**config.mk**
```make
export PLATFORM = sky130hd
export DESIGN_NAME = fetch_queue
export DESIGN_NICKNAME = d
export VERILOG_FILES = /design/src/rtl/fetch_queue.sv
export SDC_FILE = /design/constraint.sdc
export NUM_CORES = 1
export LEC_CHECK = 0
export CORE_MARGIN = 2
export CORE_UTILIZATION = 64
export DETAILED_ROUTE_END_ITERATION = 16
export DONT_BUFFER_PORTS = 1
export PLACE_DENSITY = 0.82
export SYNTH_ARGS = -nofsm -noshare
export SYNTH_HDL_FRONTEND = slang
export SYNTH_SLANG_ARGS = --single-unit
```
**constraint.sdc**
```tcl
create_clock -name clk -period 4.25 [get_ports clk]
set_input_delay 0.6375 -clock clk [delete_from_list [all_inputs] [get_ports clk]]
set_output_delay 0.6375 -clock clk [all_outputs]
set_load 0.01 [all_outputs]
```
**src/rtl/fetch_queue.sv**
```systemverilog
// Instruction buffer between fetch and decode: circular FIFO of {instr, pc}
// with valid/ready on both sides and a flush that drops all wrong-path entries.
module fetch_queue #(
  parameter int DEPTH  = 4,
  parameter int DATA_W = 32
) (
  input  logic                     clk,
  input  logic                     rst,
  input  logic                     in_valid,
  input  logic [DATA_W-1:0]        in_instr,
  input  logic [DATA_W-1:0]        in_pc,
  output logic                     in_ready,
  output logic                     out_valid,
  output logic [DATA_W-1:0]        out_instr,
  output logic [DATA_W-1:0]        out_pc,
  input  logic                     out_ready,
  input  logic                     flush,
  output logic [$clog2(DEPTH):0]   count
);

  localparam int PTR_W = $clog2(DEPTH);
  localparam int CNT_W = PTR_W + 1;
  localparam logic [CNT_W-1:0]  FULL_CNT = CNT_W'(DEPTH);
  localparam logic [CNT_W-1:0]  CNT_ONE  = CNT_W'(1);
  localparam logic [PTR_W-1:0]  PTR_ONE  = PTR_W'(1);
  localparam logic [DATA_W-1:0] NOP      = DATA_W'(32'h0000_0013);

  logic [DATA_W-1:0] instr_mem [DEPTH];
  logic [DATA_W-1:0] pc_mem    [DEPTH];
  logic [PTR_W-1:0]  wr_ptr;
  logic [PTR_W-1:0]  rd_ptr;
  logic              push;
  logic              pop;

  // Handshake: a transfer happens on a rising edge where valid && ready are
  // both high; flush suppresses both transfers that cycle. in_ready depends
  // only on count, so a pop never opens a slot for a push in the same cycle.
  assign in_ready  = (count != FULL_CNT);
  assign out_valid = (count != '0);
  assign push      = in_valid && in_ready && !flush;
  assign pop       = out_valid && out_ready && !flush;

  always_comb begin
    out_instr = NOP;
    out_pc    = '0;
    if (out_valid) begin
      out_instr = instr_mem[rd_ptr];
      out_pc    = pc_mem[rd_ptr];
    end
  end

  // Storage is not reset; validity is tracked entirely by count.
  always_ff @(posedge clk) begin
    if (push) begin
      instr_mem[wr_ptr] <= in_instr;
      pc_mem[wr_ptr]    <= in_pc;
    end
  end

  always_ff @(posedge clk or negedge rst) begin
    if (!rst) begin
      wr_ptr <= '0;
      rd_ptr <= '0;
      count  <= '0;
    end else if (flush) begin
      wr_ptr <= '0;
      rd_ptr <= '0;
      count  <= '0;
    end else begin
      if (push) wr_ptr <= wr_ptr + PTR_ONE;
      if (pop)  rd_ptr <= rd_ptr + PTR_ONE;
      case ({push, pop})
        2'b10:   count <= count + CNT_ONE;
        2'b01:   count <= count - CNT_ONE;
        default: count <= count;
      endcase
    end
  end

endmodule

```
==> impl_metrics.env <==
export IMPL_h_tree_depth=1
export IMPL_clock_latency_ns=0.51
export IMPL_yosys_warnings=0
export IMPL_min_from="flush"
export IMPL_synthesis_area_um2=10200
export IMPL_synth_common_cells="256 x edfxtp_1, 64 x mux4_2, 61 x and2_1"
export IMPL_hold_violations=0
export IMPL_clock_fmax_ghz=0.312
export IMPL_yosys_top_cells_area="edfxtp_1 75%, mux4_2 14%, and2_1 3.7%"
export IMPL_synthXorXnorAreaFrac_pct=0.343
export IMPL_crit_chain="buf_12 > mux4_2 > and2_1"
export IMPL_numCtsBuffers=25
export IMPL_drc_errors=0
export IMPL_wire_per_inst_um=23.8
export IMPL_hpwl_um=9340
export IMPL_required_ns=3.61
export IMPL_grt_pass1_wl_um=25600
export IMPL_synthArstFlopShare_pct=2.66
export IMPL_fin_crit_ns=3.21
export IMPL_cts_tree="done"
export IMPL_yosysMostFrequentCell="edfxtp_1"
export IMPL_yosys_area_share_simple_pct=5.51
export IMPL_max_slew_margin_pct=34.5
export IMPL_cp_slowest_cell="dfrtp_4"
export IMPL_grt_use_total_pct=20.4
export IMPL_synth_avg_cell_area_um2=21.8
export IMPL_cts_root_buf="clkbuf_16"
export IMPL_cpPeakStageDelay_ns=0.91
export IMPL_synth_compound_gate_area_share_pct=0.711
export IMPL_power_leakage_nw=3.47
export IMPL_max_slew_worst_pin_slew_ns=0.983
export IMPL_synth_ff_type="edfxtp_1"
export IMPL_slew_violations=0
export IMPL_hold_class="input pin to register"
export IMPL_dieArea_um2=17000
export IMPL_initial_core_util_pct=65.0
export IMPL_ys_seq_area_share_pct=77.0
export IMPL_synth_edf_count=256
export IMPL_rows=46
export IMPL_run_status="finished clean"
export IMPL_path_class="register to output pin"
export IMPL_grt_pass1_vias=4513
export IMPL_yosysTopAreaCellShare_pct=75.3
export IMPL_arrival_ns=2.57
export IMPL_peakVddDrop_mv=0.398
export IMPL_path_buf_inv=1
export IMPL_drt_pass1_iterations=4
export IMPL_synth_cell_types=35
export IMPL_startpoint="rd_ptr[0]$_DFFE_PN0P_"
export IMPL_ios=138
export IMPL_n_antenna_cell=0
export IMPL_antenna_found_initial=0
export IMPL_detail_route_antenna_nets=0
export IMPL_die_y_um=130
export IMPL_clk_path_buf_depth=3
export IMPL_worstPathMaxFanout=38
export IMPL_gp_congestion=0.713
export IMPL_powerDensity_nw_per_um2=537
export IMPL_totalPowerFinal_mw=5.99
export IMPL_dr_first_iter_drc_count=244
export IMPL_via_count=4295
export IMPL_syn_nets=543
export IMPL_routed_wl_um=16900
export IMPL_r2r_start="count[0]$_DFFE_PN0P_"
export IMPL_vias_per_cell=6.07
export IMPL_port_buffers=0
export IMPL_area_growth_pct=9.20
export IMPL_drive_gt1_share_pct=23.6
export IMPL_core_area_um2=15700
export IMPL_fin_crit_sh_pct=75.4
export IMPL_cp_start_kind="register"
export IMPL_setup_viol=0
export IMPL_critical_path_top_delay_family="flip-flops"
export IMPL_syn_inst=469
export IMPL_synth_adder_area_share_pct=0.686
export IMPL_crit_path_end_kind="output pin"
export IMPL_synth_top_family_by_area="multiplexers"
export IMPL_synth_top_area_cell="edfxtp_1"
export IMPL_clk_pin_slew_ns=0.06
export IMPL_whs_ns=0.190
export IMPL_cts_sink_count=263
export IMPL_grt_ovfl_total=0
export IMPL_skew_ns=0.00878
export IMPL_rsz0062_at_grt="no"
export IMPL_synth_seq_cells=263
export IMPL_synthMuxAreaShare_pct=14.2
export IMPL_grt_max_degree=65
export IMPL_finalNetCount=551
export IMPL_maxCapViolations=0
export IMPL_die_w_um=130
export IMPL_fin_tns_setup_ns=0
==> layer usage <==
layer,up-vias,part of all wire [%],global-route usage [%]
li1,1909,-,-
met1,2226,39,26.4
met2,128,51,33.5
met5,-,0,0
met3,32,8.3,6.85
met4,0,2.0,6.01
==> final timing paths <==
check / depth (start not counted) / to / slack (ns)
setup / recovery: 3 / out_pc[22] / 1.04
hold / removal: 1 / rd_ptr[1]$_DFFE_PN0P_ / 0.19
setup reg to reg: 8 / count[2]$_DFFE_PN0P_ / 1.76
hold reg to reg: 2 / wr_ptr[1]$_DFFE_PN0P_ / 0.56
max in group asynchronous: 1 / rd_ptr[0]$_DFFE_PN0P_ / 3.51
min in group asynchronous: 1 / wr_ptr[0]$_DFFE_PN0P_ / 0.47
==> worst register-to-register path: stages, from the launching register on <==
cell and delay (ns):
dfrtp_1 0.55, nor3_4 0.31, inv_2 0.06, nand2_1 0.13
nor3_1 0.08, fa_1 0.41, or4_1 0.53, a21o_1 0.19
a31oi_1 0.16
==> area by class of cell <==
cell class / count / area, um2
Clock inverter: 15 / 96.3
Tap cell: 216 / 270
Multi-Input combinational cell: 177 / 2210
Clock buffer: 27 / 633
Fill cell: 899 / 4560
Inverter: 5 / 18.8
Timing Repair Buffer: 5 / 52.6
Sequential cell: 263 / 7870
==> flip-flops by register name, indices dropped and copies added (netlist names) <==
register / flops
pc_mem: 128
wr_ptr: 2
instr_mem: 128
count: 3
rd_ptr: 2
==> power breakdown <==
group	switching [mW]	internal [mW]	total (mW)
Sequential	0.123	2.97	3.09
Combinational	0.481	0.424	0.905
Clock	0.865	1.13	1.99
Total	1.47	4.52	5.99
==> cells by family after synthesis <==
group / count (synthesis)
flip-flops: 263
AO/OA/AOI/OAI: 10
multiplexers: 65
adder cells (fa/ha/maj): 5
AND/OR/NAND/NOR: 93
buffers and inverters: 29
XOR/XNOR: 4
==> metrics by stage <==
step | area, um2 | util [%] | std cells | setup slack [ns]
floorplan | 10200 | - | 469 | 1.20
global placement | 10400 | 66.3 | 665 | 1.49
detailed placement | 10400 | 66.3 | 665 | 1.51
CTS | 11200 | 71.0 | 708 | 0.972
global route | 11200 | 71.0 | 708 | 0.856
finish | 11200 | 71.0 | 708 | 1.04
==> cell usage in the layout (no fill, tap or decap), drive strengths merged <==
| cell | netlist | final |
|---|---|---|
| a21oi | 3 | 3 |
| xor2 | 3 | 3 |
| bufinv | 0 | 1 |
| dlygate4sd3 | 0 | 1 |
| mux4 | 64 | 64 |
| a311o | 1 | 1 |
| dfrtp | 7 | 7 |
| nand2b | 1 | 1 |
| or3b | 1 | 1 |
| and2 | 61 | 61 |
| clkinv | 0 | 13 |
| clkbuf | 8 | 27 |
| edfxtp | 256 | 256 |
| nand2 | 6 | 6 |
| o311ai | 1 | 1 |
| and2b | 1 | 1 |
| xnor2 | 1 | 1 |
| buf | 16 | 4 |
| a31oi | 1 | 1 |
| a21boi | 1 | 1 |
| nor2 | 6 | 6 |
| or2 | 3 | 3 |
| fa | 1 | 1 |
| ha | 4 | 4 |
| clkinvlp | 0 | 1 |
| or4 | 1 | 1 |
| nor3b | 1 | 1 |
| nor2b | 2 | 2 |
| a21o | 1 | 1 |
| nand3 | 3 | 3 |
| inv | 5 | 5 |
| a2111oi | 2 | 2 |
| nor3 | 3 | 3 |
| mux2i | 1 | 1 |
| and3 | 4 | 4 |
==> repair_timing <==
item,in CTS,in global routing
setup buffers,0,0
resized for setup,0,0
hold endpoints to repair,7,0
hold buffers,1,0
(Power assumes the default switching activity.)
